==> config.mk <==
export PLATFORM = sky130hd
export DESIGN_NAME = gcd_lcm_unit
export DESIGN_NICKNAME = d
export VERILOG_FILES = /design/src/rtl/gcd_lcm_unit.sv
export SDC_FILE = /design/constraint.sdc
export NUM_CORES = 2
export LEC_CHECK = 0
export ABC_AREA = 1
export BUFFER_PORTS_ARGS = -buffer_cell sky130_fd_sc_hd__buf_2
export CELL_PAD_IN_SITES_DETAIL_PLACEMENT = 1
export CELL_PAD_IN_SITES_GLOBAL_PLACEMENT = 2
export CORE_UTILIZATION = 42
export DETAILED_ROUTE_END_ITERATION = 8
export GPL_TIMING_DRIVEN = 1
export PLACE_DENSITY_LB_ADDON = 0.1
export SETUP_SLACK_MARGIN = 0.3
export SLEW_MARGIN = 20
export SYNTH_ARGS = -nofsm -noshare
export SYNTH_HDL_FRONTEND = slang
export SYNTH_SLANG_ARGS = --single-unit
==> constraint.sdc <==
create_clock -name clk -period 26.8 [get_ports clk]
set_input_delay 5.36 -clock clk [delete_from_list [all_inputs] [get_ports clk]]
set_output_delay 5.36 -clock clk [all_outputs]
set_load 0.01 [all_outputs]
==> src/rtl/gcd_lcm_unit.sv <==
// Multi-cycle gcd/lcm unit: subtractive gcd, restoring division a0/g, then one multiply by b0.
// Start is honoured only in IDLE; Stall holds the pipeline until the DONE writeback cycle.
module gcd_lcm_unit #(
   parameter int DATA_W = 32
) (
   input  logic              clk,
   input  logic              reset,
   input  logic              Start,
   input  logic              Op,
   input  logic [DATA_W-1:0] SrcA,
   input  logic [DATA_W-1:0] SrcB,
   output logic              Busy,
   output logic              Stall,
   output logic              Done,
   output logic [DATA_W-1:0] Result
);

   localparam int CNT_W = $clog2(DATA_W);

   localparam logic [2:0] IDLE = 3'd0;
   localparam logic [2:0] GCD  = 3'd1;
   localparam logic [2:0] DIV  = 3'd2;
   localparam logic [2:0] MUL  = 3'd3;
   localparam logic [2:0] DONE = 3'd4;

   logic [2:0]        state;
   logic              op;
   logic [DATA_W-1:0] a0, b0, a, b, g, q, rem;
   logic [CNT_W-1:0]  cnt;
   logic [DATA_W-1:0] rem_nxt;
   logic              q_bit;

   // One restoring-division step: shift in the next dividend bit, subtract if it fits.
   function automatic logic [DATA_W:0] div_step(input logic [DATA_W-1:0] r,
                                                input logic              din,
                                                input logic [DATA_W-1:0] d);
      logic [DATA_W:0] sh;
      sh = {r, din};
      if (sh >= {1'b0, d})
         div_step = {1'b1, DATA_W'(sh - {1'b0, d})};
      else
         div_step = {1'b0, sh[DATA_W-1:0]};
   endfunction

   assign {q_bit, rem_nxt} = div_step(rem, a0[cnt], g);

   assign Busy  = (state != IDLE);
   assign Stall = (Start && state == IDLE) || state == GCD || state == DIV || state == MUL;
   assign Done  = (state == DONE);

   always_ff @(posedge clk or posedge reset) begin
      if (reset) begin
         state  <= IDLE;
         op     <= 1'b0;
         a0     <= '0;
         b0     <= '0;
         a      <= '0;
         b      <= '0;
         g      <= '0;
         q      <= '0;
         rem    <= '0;
         cnt    <= '0;
         Result <= '0;
      end else begin
         case (state)
            IDLE: begin
               if (Start) begin
                  a0 <= SrcA;
                  b0 <= SrcB;
                  op <= Op;
                  a  <= SrcA;
                  b  <= SrcB;
                  if (SrcA == '0 || SrcB == '0) begin
                     Result <= Op ? '0 : (SrcA | SrcB);
                     state  <= DONE;
                  end else begin
                     state  <= GCD;
                  end
               end
            end
            GCD: begin
               if (a == b) begin
                  g <= a;
                  if (!op) begin
                     Result <= a;
                     state  <= DONE;
                  end else begin
                     cnt   <= CNT_W'(DATA_W - 1);
                     rem   <= '0;
                     q     <= '0;
                     state <= DIV;
                  end
               end else if (a > b) begin
                  a <= a - b;
               end else begin
                  b <= b - a;
               end
            end
            DIV: begin
               rem    <= rem_nxt;
               q[cnt] <= q_bit;
               if (cnt == '0)
                  state <= MUL;
               else
                  cnt <= cnt - 1'b1;
            end
            MUL: begin
               // Product wider than DATA_W is dropped on purpose: the writeback is DATA_W bits.
               Result <= q * b0;
               state  <= DONE;
            end
            DONE:    state <= IDLE;
            default: state <= IDLE;
         endcase
      end
   end

endmodule

# --- Word-level counts from Yosys, hierarchy flattened ---
# Index checks and enable logic that the tools add are counted.
# Widths: inputs -> output; s select.
totals:
  output_inout_bits: 35
  mem_bits_ro: 0
  latchBits: 0
  n_memories: 0
  register_bits: 265
  elab_cells: 92
  mem_bits_rw: 0
classes:
  mux: 34
  reduce_logical: 22
  addsub: 4
  n_div: 0
  bitwise: 1
  shift: 0
  multipliers: 1
  eq_ne: 15
  n_lt_le_gt_ge: 4
ops:
  columns: ["op", "count"]
  rows:
  - ["$mux 32", 13]
  - ["$pmux 32 s2", 4]
  - ["$pmux 32 s3", 1]
  - ["$sub 32x32->32", 3]
  - ["$logic_not 32->1", 2]
  - ["$ge 33x32->1", 1]
  - ["$mux 33", 1]
  - ["$bwmux 32", 1]
  - ["$eq 32x32->1", 1]
  - ["$gt 32x32->1", 1]
  - ["$mul 32x32->32", 1]
  - ["$or 32x32->32", 1]
  - ["$mux 3", 5]
  - ["$mux 5", 3]
  - ["$ne 2x2->1 const B", 6]
  - ["$pmux 3 s4", 1]
  - ["$reduce_and 4->1", 3]
  - ["$pmux 5 s2", 1]
  - ["$ne 2x1->1 const B", 4]
  - ["$eq 3x2->1 const B", 2]
  - ["$lt 5x6->1 const B", 1]
  - ["$reduce_and 3->1", 2]
  - ["$reduce_bool 3->1", 2]
  - ["$bmux 1 s5", 1]
  - ["other kinds (13)", 20]

# --- Depth between registers and ports, before layout ---
depth:
  depth_word: 6
  depth_mapped: 36
  depth_no_buf: 34

# --- Worst setup path before layout ---
# No wires, ideal clock.
synth_path:
  path_kind: "input port to output port"
  startpoint: "in Start"
  endpoint: "out Stall"
  t_required_ps: 21440
  path_buffers: 0
  slack_ps: 15856
  path_stages: 2
  arrival_time_ps: 5584
  cell_sequence: "nor2_1 nor2_1"
synth_between:
  elab_chain_cells: 4
synth_rtl:
  columns: ["item", "line", "text"]
  rows:
  - ["start: declaration", "8", "input logic Start,"]
  - ["$logic_and 1x1->1", "48", "assign Stall = (Start && state == IDLE) || state == GCD || state == DIV || state == MUL;"]
  - ["$logic_or 1x1->1 (3 in series)", "48", null]
  - ["end: declaration", "13", "output logic Stall,"]
# Every way passes these cells.

# --- Final worst setup path ---
# Ends and elaborated chain as after synthesis.

==> summary.md <==
| Metric | Value |
|---|---|
| Ys async rst share | 100% |
| Antenna viol nets, final | 0 |
| First-pass GRT wire length | 195 mm |
| FF+latch count, synth | 265 |
| # resized after CTS | 0 |
| Peak VDD IR | around 0.15 mV |
| Pwr Total | 3.64 mW |
| Synth Cell Area | between 30000 and 40000 µm² |
| Nets | between 5k and 6k |
| Synth warn | 0 |
| Die ar. | 83500 µm² |
| Mapped Cells | ~4.7k |
| Startpoint Class | input port |
| Syn_area_per_cell | approximately 7.4 µm² |
| Pwr/cell area | approximately 99 nW/µm² |
| Clock H-tree levels | 1 |
| Crit end category | output pin |
| Initial core utilization | between 40% and 50% |
| Die Wd | 289 µm |
| Worst setup margin | approximately 16000 ps |
| DR vias/cell | 5.35 |
| Leakage Power | just over 20 nW |
| Setup violations, final | 0 |
| First-pass DRT Iterations | 5 |
| Outcome | completed |
| Num CTS Buffers | 29 |
| IO buf count | between 100 and 150 |
| Skew final | roughly 22 ps |
| # hold bufs at CTS | 0 |
| Core area | approximately 80000 µm² |
| Period utilisation layout | 41.8% |
| Worst Path Arrival | slightly below 6000 ps |
| Critical path required time | 21440 ps |
| Max FO, Critical Path | 2 |
| Filler Cells Inserted | 10.2k |
| Cells after DPL | between 5k and 6k |
| Worst-Skew Late Latency | a little under 600 ps |
| Rows | approximately 100 |
| Final Non-Filler Cells | 5706 |
| Clock Pin Slew Worst Setup and Hold Paths | about 70 ps |
| Dpl hpwl | ~100 mm |
| Max Cap Viol | 0 |
| Number of remaining DRC errors | 0 |
| Antenna violations before repair | 5 |
| Setup TNS | 0 ps |
| CTS tree | built |
| CP startpoint | Start |
| RSZ-0062 raised after global routing | no |
| Die Span Y | roughly 290 µm |
| Via Count | approximately 31k |
| Max Slew Vio Count | 0 |
| Ports | roughly 100 |
| Clock Tree Buf Depth | 3 |
| Max Fclk | approximately 89 MHz |
| Remaining global-route overflow | 0 |
| Hold_sp | a0[14] |
| Part of the Yosys area used for sequential elements | 19.2% |
| Worst slew pin tran | roughly 1200 ps |
| Clk sinks | between 200 and 300 |
| Final WL | roughly 130 mm |
| CTS Root Cell | clkbuf_16 |
| Synth-to-layout area growth | 6.50% |
| Final hold vios | 0 |
| Post-CTS setup buffers | 0 |
| RD Place Congestion | around 0.95 |
| Vias in the first global route | about 32k |
| Number of flops mapped to enable cells by yosys | 0 |
| Type of the most critical hold path | reg2reg |
| Synth unique cells | ~60 |
| Post-synthesis net count | between 5k and 6k |
| Fin crit period | ~11000 ps |
| Worst rel slew slack | 20.9% |
| Avg WL per Cell | ~22 µm |
| R2R Path Start | q[9] |
| Layout cells sized above 1 | under 10% |
| Worst reg-to-reg setup slack | around 19000 ps |
| Worst slack at placement | approximately 16000 ps |
| First DRT Iteration DRCs | approximately 1.8k |
| Largest net degree at the start of global routing | 92 |
| Fin Hold WS | ~480 ps |
| GRT Total Usage | a little under a third |
| Worst Path Class, Setup | in2out |
| Prevailing post-synth register cell | dfrtp_1 |
-- registers in the layout, summed over array words and instances (netlist names), 5 cells and up --
| name | cells |
|---|---|
| rem | 32 |
| a0 | 32 |
| b | 32 |
| Result | 32 |
| cnt | 5 |
| a | 32 |
| q | 32 |
| b0 | 32 |
| g | 32 |
-- synth_stat cells (all sizes together), types with 10 or more instances --
cell type,n,area [µm²]
o21ai,476,2500
clkbuf,137,523
nor3,21,125
mux2,12,135
nand4,20,125
o21bai,16,120
nor2,234,906
xnor2,30,263
or2,17,106
o22ai,10,62.6
buf,83,510
nand2,1093,4150
a31oi,17,106
a21o,21,158
a32o,28,280
dfrtp,265,6630
nor4,15,100
ha,223,2790
o211ai,22,190
inv,1079,4060
fa,411,8230
a21oi,232,1180
nand3,101,510
xor2,40,350
-- per-stage QoR --
step	cell area, µm²	util, %
after floorplan	34600	-
after global placement	35800	44.2
after detailed placement	35800	44.2
after CTS	36800	45.5
after global routing	36800	45.5
final	36800	45.5
-- logic make-up (layout without fill, tap and decap cells) --
| group | Yosys count | count (layout) | share of synthesized area [%] |
|---|---|---|---|
| muxes | 12 | 12 | 0.391 |
| DFF | 265 | 265 | 19.2 |
| and+or+nand+nor | 1507 | 1507 | 17.6 |
| AOI/OAI and AO/OA | 868 | 868 | 14.5 |
| other | 0 | 2 | 0 |
| xor gates and xnor gates | 70 | 70 | 1.77 |
| buffers and inverters | 1302 | 1288 | 14.8 |
| adders and majority gates | 634 | 634 | 31.9 |
-- cell type report --
type	count	area, µm²	area share (%)
multi-input cells	3091	22900	62.2
repair buffers	153	893	2.43
inverters	1082	4080	11.1
diodes	2	5.00	0.0136
clock inverters	21	245	0.666
well taps	1060	1330	3.60
flip-flops and latches	265	6630	18.0
clock buffers	32	757	2.06
-- critical path, stage by stage --
cell	delay, ps
buf_2	120
nor2_1	140
nor2_1	70
buf_2	140
-- power breakdown --
part	internal, mW	switching (mW)	leakage, nW	total [mW]
clock network	0.245	0.195	0.485	0.440
logic	0.724	1.76	16.9	2.48
registers	0.552	0.159	3.36	0.711
total	1.52	2.12	20.7	3.64
-- metal layers --
| metal | track usage [%] | part of all wire [%] | vias to the layer above |
|---|---|---|---|
| li1 | - | - | 14100 |
| met4 | 9.34 | 3.2 | 0 |
| met2 | 50.5 | 46 | 649 |
| met5 | 0 | 0 | - |
| met3 | 2.28 | 3.9 | 140 |
| met1 | 43.7 | 47 | 15600 |
-- path summary, 6_finish.rpt --
path / endpoint / cells after the start
max: Stall / 4
min: a0[14] / 2
max reg2reg: Result[27] / 23
min reg2reg: a0[14] / 2
max in group asynchronous: rem[15] / 4
min in group asynchronous: b[4] / 2
-- cell usage in the layout, fill, tap and decap left out, types with 14 or more instances in the layout --
| cell type | synthesis | routed |
|---|---|---|
| o21bai_1 | 16 | 16 |
| fa_1 | 411 | 411 |
| clkbuf_16 | 0 | 29 |
| nand2_1 | 1079 | 1077 |
| a31oi_1 | 17 | 17 |
| o21ai_1 | 20 | 20 |
| o21ai_2 | 32 | 32 |
| a21o_1 | 21 | 21 |
| dfrtp_1 | 265 | 265 |
| nand3_1 | 100 | 98 |
| o21ai_0 | 424 | 424 |
| nand4_1 | 20 | 20 |
| xnor2_1 | 30 | 30 |
| inv_1 | 1070 | 1069 |
| buf_4 | 9 | 51 |
| nor2_1 | 227 | 227 |
| o211ai_1 | 17 | 17 |
| ha_1 | 223 | 223 |
| nor3_1 | 17 | 16 |
| a21oi_1 | 227 | 226 |
| xor2_1 | 40 | 40 |
| or2_2 | 16 | 16 |
| nor4_1 | 14 | 14 |
| a32o_1 | 28 | 28 |
| buf_2 | 35 | 102 |
Power figures use the tool's default switching activity.
